`config.mk`:
```
export PLATFORM = sky130hd
export DESIGN_NAME = riscv_multicycle_controller
export DESIGN_NICKNAME = d
export VERILOG_FILES = /design/src/rtl/riscv_multicycle_controller.sv
export SDC_FILE = /design/constraint.sdc
export NUM_CORES = 1
export LEC_CHECK = 0
export CAP_MARGIN = 0
export CORE_ASPECT_RATIO = 1.25
export CORE_MARGIN = 3
export CORE_UTILIZATION = 60
export DETAILED_ROUTE_END_ITERATION = 7
export HOLD_SLACK_MARGIN = 0.15
export PLACE_DENSITY = 0.86
export SYNTH_ARGS = -nofsm -noshare
export SYNTH_HDL_FRONTEND = slang
export SYNTH_SLANG_ARGS = --single-unit
```
`constraint.sdc`:
```
create_clock -name clk -period 6.3 [get_ports clk]
set_input_delay 1.26 -clock clk [delete_from_list [all_inputs] [get_ports clk]]
set_output_delay 1.26 -clock clk [all_outputs]
set_load 0.02 [all_outputs]
```
`src/rtl/riscv_multicycle_controller.sv`:
```
// riscv_multicycle_controller
//
// Purpose:
//   Moore-style sequencer for a multi-cycle RV32I datapath. One memory port
//   is shared between instruction fetch and data access. Each instruction
//   walks through FETCH -> DECODE -> class-specific states -> FETCH. An
//   illegal opcode or a memory request that never completes halts the
//   controller in TRAP until reset.
//
// Ports:
//   clk, rst        rising-edge clock, synchronous active-high reset
//   opcode[6:0]     instruction[6:0] from the IR, meaningful from DECODE on
//   zero            ALU zero flag, used by BRANCH (BEQ only)
//   mem_ready       memory finishes the outstanding request this cycle
//   pc_write        PC load enable
//   ir_write        IR (and oldPC) load enable
//   mem_req/mem_we  memory request and write strobe
//   iord            memory address select: 0=PC, 1=ALUOut
//   alu_src_a[1:0]  0=PC, 1=regA, 2=oldPC
//   alu_src_b[1:0]  0=regB, 1=const 4, 2=immediate
//   alu_op[1:0]     00=add, 01=sub, 10=funct-decoded
//   pc_src          0=ALU result, 1=ALUOut
//   reg_write       register file write enable
//   wb_sel[1:0]     0=ALUOut, 1=MDR, 2=PC
//   instr_retired   one-cycle pulse when an instruction completes
//   retire_count    wrapping retired-instruction counter
//   trap/trap_cause halted; cause 0=illegal opcode, 1=memory timeout
//   state[3:0]      current state, for debug

module riscv_multicycle_controller #(
   parameter int MEM_TIMEOUT = 16,
   parameter int CNT_W       = 32
) (
   input  logic             clk,
   input  logic             rst,
   input  logic [6:0]       opcode,
   input  logic             zero,
   input  logic             mem_ready,
   output logic             pc_write,
   output logic             ir_write,
   output logic             mem_req,
   output logic             mem_we,
   output logic             iord,
   output logic [1:0]       alu_src_a,
   output logic [1:0]       alu_src_b,
   output logic [1:0]       alu_op,
   output logic             pc_src,
   output logic             reg_write,
   output logic [1:0]       wb_sel,
   output logic             instr_retired,
   output logic [CNT_W-1:0] retire_count,
   output logic             trap,
   output logic             trap_cause,
   output logic [3:0]       state
);

   localparam logic [3:0] S_FETCH  = 4'd0;
   localparam logic [3:0] S_DECODE = 4'd1;
   localparam logic [3:0] S_MEMADR = 4'd2;
   localparam logic [3:0] S_MEMRD  = 4'd3;
   localparam logic [3:0] S_WB_MEM = 4'd4;
   localparam logic [3:0] S_MEMWR  = 4'd5;
   localparam logic [3:0] S_EXEC_R = 4'd6;
   localparam logic [3:0] S_EXEC_I = 4'd7;
   localparam logic [3:0] S_WB_ALU = 4'd8;
   localparam logic [3:0] S_BRANCH = 4'd9;
   localparam logic [3:0] S_JAL    = 4'd10;
   localparam logic [3:0] S_TRAP   = 4'd11;

   localparam logic [6:0] OP_LOAD   = 7'b0000011;
   localparam logic [6:0] OP_STORE  = 7'b0100011;
   localparam logic [6:0] OP_R      = 7'b0110011;
   localparam logic [6:0] OP_I      = 7'b0010011;
   localparam logic [6:0] OP_BRANCH = 7'b1100011;
   localparam logic [6:0] OP_JAL    = 7'b1101111;

   logic [3:0]       state_r, state_n;
   logic [31:0]      wait_cnt;
   logic             cause_r, cause_n;
   logic [CNT_W-1:0] count_r;
   logic             mem_state, waiting, timeout_hit, retire;

   // A memory state is stalled whenever the request is not completed this
   // cycle. The timeout fires on the stalled cycle that brings the wait count
   // up to MEM_TIMEOUT; a ready in that same cycle still wins.
   always_comb begin
      mem_state   = (state_r == S_FETCH) || (state_r == S_MEMRD) || (state_r == S_MEMWR);
      waiting     = mem_state && !mem_ready;
      timeout_hit = (MEM_TIMEOUT > 0) && waiting && ((wait_cnt + 32'd1) >= 32'(MEM_TIMEOUT));
   end

   // Next-state logic. Retirement is flagged explicitly on the transitions
   // that finish an instruction so that recovery from an unused encoding
   // back to FETCH never counts as a retired instruction.
   always_comb begin
      state_n = state_r;
      cause_n = cause_r;
      retire  = 1'b0;
      case (state_r)
         S_FETCH: begin
            if (mem_ready) begin
               state_n = S_DECODE;
            end else if (timeout_hit) begin
               state_n = S_TRAP;
               cause_n = 1'b1;
            end
         end
         S_DECODE: begin
            case (opcode)
               OP_LOAD, OP_STORE: state_n = S_MEMADR;
               OP_R:              state_n = S_EXEC_R;
               OP_I:              state_n = S_EXEC_I;
               OP_BRANCH:         state_n = S_BRANCH;
               OP_JAL:            state_n = S_JAL;
               default: begin
                  state_n = S_TRAP;
                  cause_n = 1'b0;
               end
            endcase
         end
         S_MEMADR: state_n = (opcode == OP_LOAD) ? S_MEMRD : S_MEMWR;
         S_MEMRD: begin
            if (mem_ready) begin
               state_n = S_WB_MEM;
            end else if (timeout_hit) begin
               state_n = S_TRAP;
               cause_n = 1'b1;
            end
         end
         S_MEMWR: begin
            if (mem_ready) begin
               state_n = S_FETCH;
               retire  = 1'b1;
            end else if (timeout_hit) begin
               state_n = S_TRAP;
               cause_n = 1'b1;
            end
         end
         S_EXEC_R, S_EXEC_I: state_n = S_WB_ALU;
         S_WB_MEM, S_WB_ALU, S_BRANCH, S_JAL: begin
            state_n = S_FETCH;
            retire  = 1'b1;
         end
         S_TRAP:  state_n = S_TRAP;
         default: state_n = S_FETCH;
      endcase
   end

   // State, wait counter, trap cause and retire counter. The wait counter
   // restarts whenever the state changes, which covers every entry into a
   // memory state; it only advances while a request is stalled.
   always_ff @(posedge clk) begin
      if (rst) begin
         state_r  <= S_FETCH;
         wait_cnt <= '0;
         cause_r  <= 1'b0;
         count_r  <= '0;
      end else begin
         state_r <= state_n;
         cause_r <= cause_n;
         if (state_n != state_r) begin
            wait_cnt <= '0;
         end else if (waiting) begin
            wait_cnt <= wait_cnt + 32'd1;
         end
         if (retire) begin
            count_r <= count_r + CNT_W'(1);
         end
      end
   end

   // Output decode from the current state. Everything is forced low while
   // rst is high so a request in flight drops in the reset cycle itself.
   // In TRAP the debug state, cause and retire count stay visible.
   always_comb begin
      pc_write      = 1'b0;
      ir_write      = 1'b0;
      mem_req       = 1'b0;
      mem_we        = 1'b0;
      iord          = 1'b0;
      alu_src_a     = 2'd0;
      alu_src_b     = 2'd0;
      alu_op        = 2'b00;
      pc_src        = 1'b0;
      reg_write     = 1'b0;
      wb_sel        = 2'd0;
      trap          = 1'b0;
      trap_cause    = 1'b0;
      instr_retired = retire;
      retire_count  = count_r;
      state         = state_r;
      case (state_r)
         S_FETCH: begin
            mem_req   = 1'b1;
            alu_src_b = 2'd1;
            ir_write  = mem_ready;
            pc_write  = mem_ready;
         end
         S_DECODE: begin
            alu_src_a = 2'd2;
            alu_src_b = 2'd2;
         end
         S_MEMADR: begin
            alu_src_a = 2'd1;
            alu_src_b = 2'd2;
         end
         S_MEMRD: begin
            mem_req = 1'b1;
            iord    = 1'b1;
         end
         S_WB_MEM: begin
            reg_write = 1'b1;
            wb_sel    = 2'd1;
         end
         S_MEMWR: begin
            mem_req = 1'b1;
            mem_we  = 1'b1;
            iord    = 1'b1;
         end
         S_EXEC_R: begin
            alu_src_a = 2'd1;
            alu_op    = 2'b10;
         end
         S_EXEC_I: begin
            alu_src_a = 2'd1;
            alu_src_b = 2'd2;
            alu_op    = 2'b10;
         end
         S_WB_ALU: reg_write = 1'b1;
         S_BRANCH: begin
            alu_src_a = 2'd1;
            alu_op    = 2'b01;
            pc_src    = 1'b1;
            pc_write  = zero;
         end
         S_JAL: begin
            pc_write  = 1'b1;
            pc_src    = 1'b1;
            reg_write = 1'b1;
            wb_sel    = 2'd2;
         end
         S_TRAP: begin
            trap       = 1'b1;
            trap_cause = cause_r;
         end
         default: ;
      endcase
      if (rst) begin
         pc_write      = 1'b0;
         ir_write      = 1'b0;
         mem_req       = 1'b0;
         mem_we        = 1'b0;
         iord          = 1'b0;
         alu_src_a     = 2'd0;
         alu_src_b     = 2'd0;
         alu_op        = 2'b00;
         pc_src        = 1'b0;
         reg_write     = 1'b0;
         wb_sel        = 2'd0;
         trap          = 1'b0;
         trap_cause    = 1'b0;
         instr_retired = 1'b0;
         retire_count  = '0;
         state         = 4'd0;
      end
   end

endmodule

```
==> reports/qor.yml <==
clock_tree:
  cts_max_level: 3
  worstSkewPairLatency_ps: 350
  cts_num_sinks: 69
  numCtsBuffers: 9
  cts_resized: 0
  cts_tree: "built"
  cts_setup_buffers: 0
  cts_root_buffer: "clkbuf_8"
  clockBufferDepth: 2
  clkSlewWorstSetupHoldPaths_ps: 80
  hold_buffers: 0
floorplanning:
  die_h_um: 106
  rows: 36
  start_util_pct: 61.7
  io_pins: 65
  die_x_um: 86.3
  coreArea_um2: 7840
  die-area_um2: 9180
sta:
  tightest_slew_ps: 1070
  fin_setup_tns_ps: 0
  rsz0062_at_grt: "false"
  fin_ws_ps: 1660
  slew-limit-headroom_pct: 28.5
  fmax_mhz: 215
  period_needed_ps: 4640
  period_share_pct: 73.7
  finalHoldViolations: 0
  setup_violations: 0
  skew_ps: 11.9
  slew_violations: 0
hold_path:
  hp-class: "flip-flop to flip-flop"
  holdPathStages: 2
detailed_routing:
  drtPass1Iterations: 5
  vias: 4770
  drcViolationCount: 0
  drt_wl_total_um: 12200
  vias_per_cell: 6.24
  wl_per_cell_um: 16.0
  drt-initial-drc-count: 342
  ant_nets: 0
job:
  max_cap_viol_count: 0
global_routing:
  grt_overflow: 0
  grt_pass1_wl_um: 21200
  antenna_found_initial: 0
  grt_usage_pct: 27.4
  grt_pass1_vias: 4676
  grt_max_degree: 52
synth:
  seq_area_frac_synth_pct: 28.5
  syn-instance-count: 629
  ys_ff_latch: 69
  avgSynthCellArea_um2: 7.69
  synth_edf_count: 0
  synth.net_count: 642
  synthArstFlopShare_pct: 0
  syn_area_um2: 4840
  synth_cell_types: 65
  synth_flop_cell: "dfxtp_1"
  ys_warn_count: 0
critical_path:
  crit_arrival_ps: 3380
  worstPathCellList: "clkdlybuf4s50_1, nand2b_1, nor2_1, a311oi_1, a2111oi_0, clkdlybuf4s50_1"
  worstSetupPathType: "input port to output pin"
  worst_r2r_path_depth: 9
  critical_path.startpoint_type: "input port"
  cp.required_ps: 5040
  cp_max_fo: 11
  crit_top_cell: "clkdlybuf4s50_1"
  ff2ff_setup_slack_ps: 2290
  crit_slowest_cell: "clkdlybuf4s50_1"
  slowest_delay_ps: 720
  endpoint_kind: "output pin"
cells_and_area:
  fillers: 626
  antenna-diode-count: 0
  drive_above_1_share_pct: 6.43
  area_growth_pct: 17.0
  utilization_pct: 72.3
  fin_nets: 677
power:
  leakagePower_nw: 1.93
  p_per_area_nw_per_um2: 210
  ir_worst_vdd_mv: 0.140
  fin_total_pwr_w: 0.00119
placed_design:
  hpwl_um: 8390
  place_congestion: 0.900
  place_ws_ps: 1630
  io_buffer_count: 64
status:
  outcome: "complete, no violations"
sequential cells by signal, summed over array words and instances, names as in the netlist:
name / count
count_r: 32
wait_cnt: 32
state_r: 4
cause_r: 1
synth_stat cells, drive strengths merged (5+ instances only):
cell type,number,share of area [%]
xnor2,27,4.9
nand4,20,2.7
and2,9,1.2
or3b,5,0.91
or2,5,0.65
xor2,42,7.6
a21oi,37,3.9
dfxtp,69,29
nand2b,13,1.7
and4,5,0.91
nor3,21,2.3
nor2b,35,4.5
nor4,9,1.9
inv,14,1.1
nand2,33,2.6
or3,28,3.6
buf,17,2.2
clkbuf,28,2.2
or4,21,3.3
o21ai,25,2.6
nand3,37,4.0
o211ai,6,0.93
nor2,60,4.7
and3,12,1.6
cell type report:
cell class                      instances  area, um^2  area share, %
Multi-Input combinational cell        501        3210           56.7
Sequential cell                        69        1380           24.4
Timing Repair Buffer                   69         673           11.9
Clock buffer                            9         124           2.19
Tap cell                               95         119           2.10
Clock inverter                          7         105           1.86
Inverter                               14        52.6          0.928
per-stage QoR:
step | std cells | area, um^2 | hold WS [ps]
floorplan | 629 | 4840 | 444
global placement | 748 | 5430 | 462
detailed placement | 748 | 5430 | 465
CTS | 764 | 5660 | 478
global route | 764 | 5660 | 511
finish | 764 | 5660 | 478
routing by layer:
metal	routed length, um	track usage [%]	up-vias
li1	-	-	2322
met2	6260	46.5	170
met4	304	9.91	0
met3	632	4.50	30
met1	5050	34.7	2248
met5	0	0	-
path summary, 6_finish.rpt:
path / from / to
max: mem_ready / pc_write
min: cause_r / cause_r
max reg2reg: state_r[1] / wait_cnt[5]
min reg2reg: cause_r / cause_r
power by group:
part	internal [W]	total, W	leakage [nW]	switching, W
clock network	0.000230	0.000421	0.113	0.000191
logic	0.000113	0.000291	1.26	0.000179
registers	0.000445	0.000480	0.556	0.0000348
kinds of logic (layout without fill, tap and decap cells):
| logic type | after synthesis | after routing | synth area share [%] |
|---|---|---|---|
| flops | 69 | 69 | 28.5 |
| simple gates | 322 | 322 | 38.0 |
| fa+ha+maj | 2 | 2 | 0.517 |
| compound gates | 105 | 105 | 14.3 |
| mux | 3 | 3 | 0.621 |
| buf+inv | 59 | 99 | 5.48 |
| xor+xnor | 69 | 69 | 12.5 |
critical path, delay by kind of cell:
kind                   cells  cell delay (ps)
and+or+nand+nor            2              230
buffers and inverters      2             1410
AOI/OAI and AO/OA          2              480
layout by cell type (no fill, tap or decap), types with 4 or more instances in the layout:
| cell | instances |
|---|---|
| a21oi_1 | 36 |
| and2_1 | 9 |
| and3_1 | 12 |
| and4_1 | 5 |
| buf_4 | 5 |
| clkbuf_8 | 9 |
| clkdlybuf4s50_1 | 63 |
| dfxtp_1 | 69 |
| inv_1 | 14 |
| nand2_1 | 33 |
| nand2b_1 | 13 |
| nand3_1 | 35 |
| nand4_1 | 19 |
| nor2_1 | 60 |
| nor2b_1 | 35 |
| nor3_1 | 19 |
| nor4_1 | 6 |
| o211ai_1 | 6 |
| o21ai_0 | 16 |
| o21ai_1 | 9 |
| or2_2 | 5 |
| or3_1 | 28 |
| or3b_1 | 4 |
| or4_1 | 20 |
| xnor2_1 | 27 |
| xor2_1 | 42 |
Note: power is estimated with default switching activity, not from simulation.
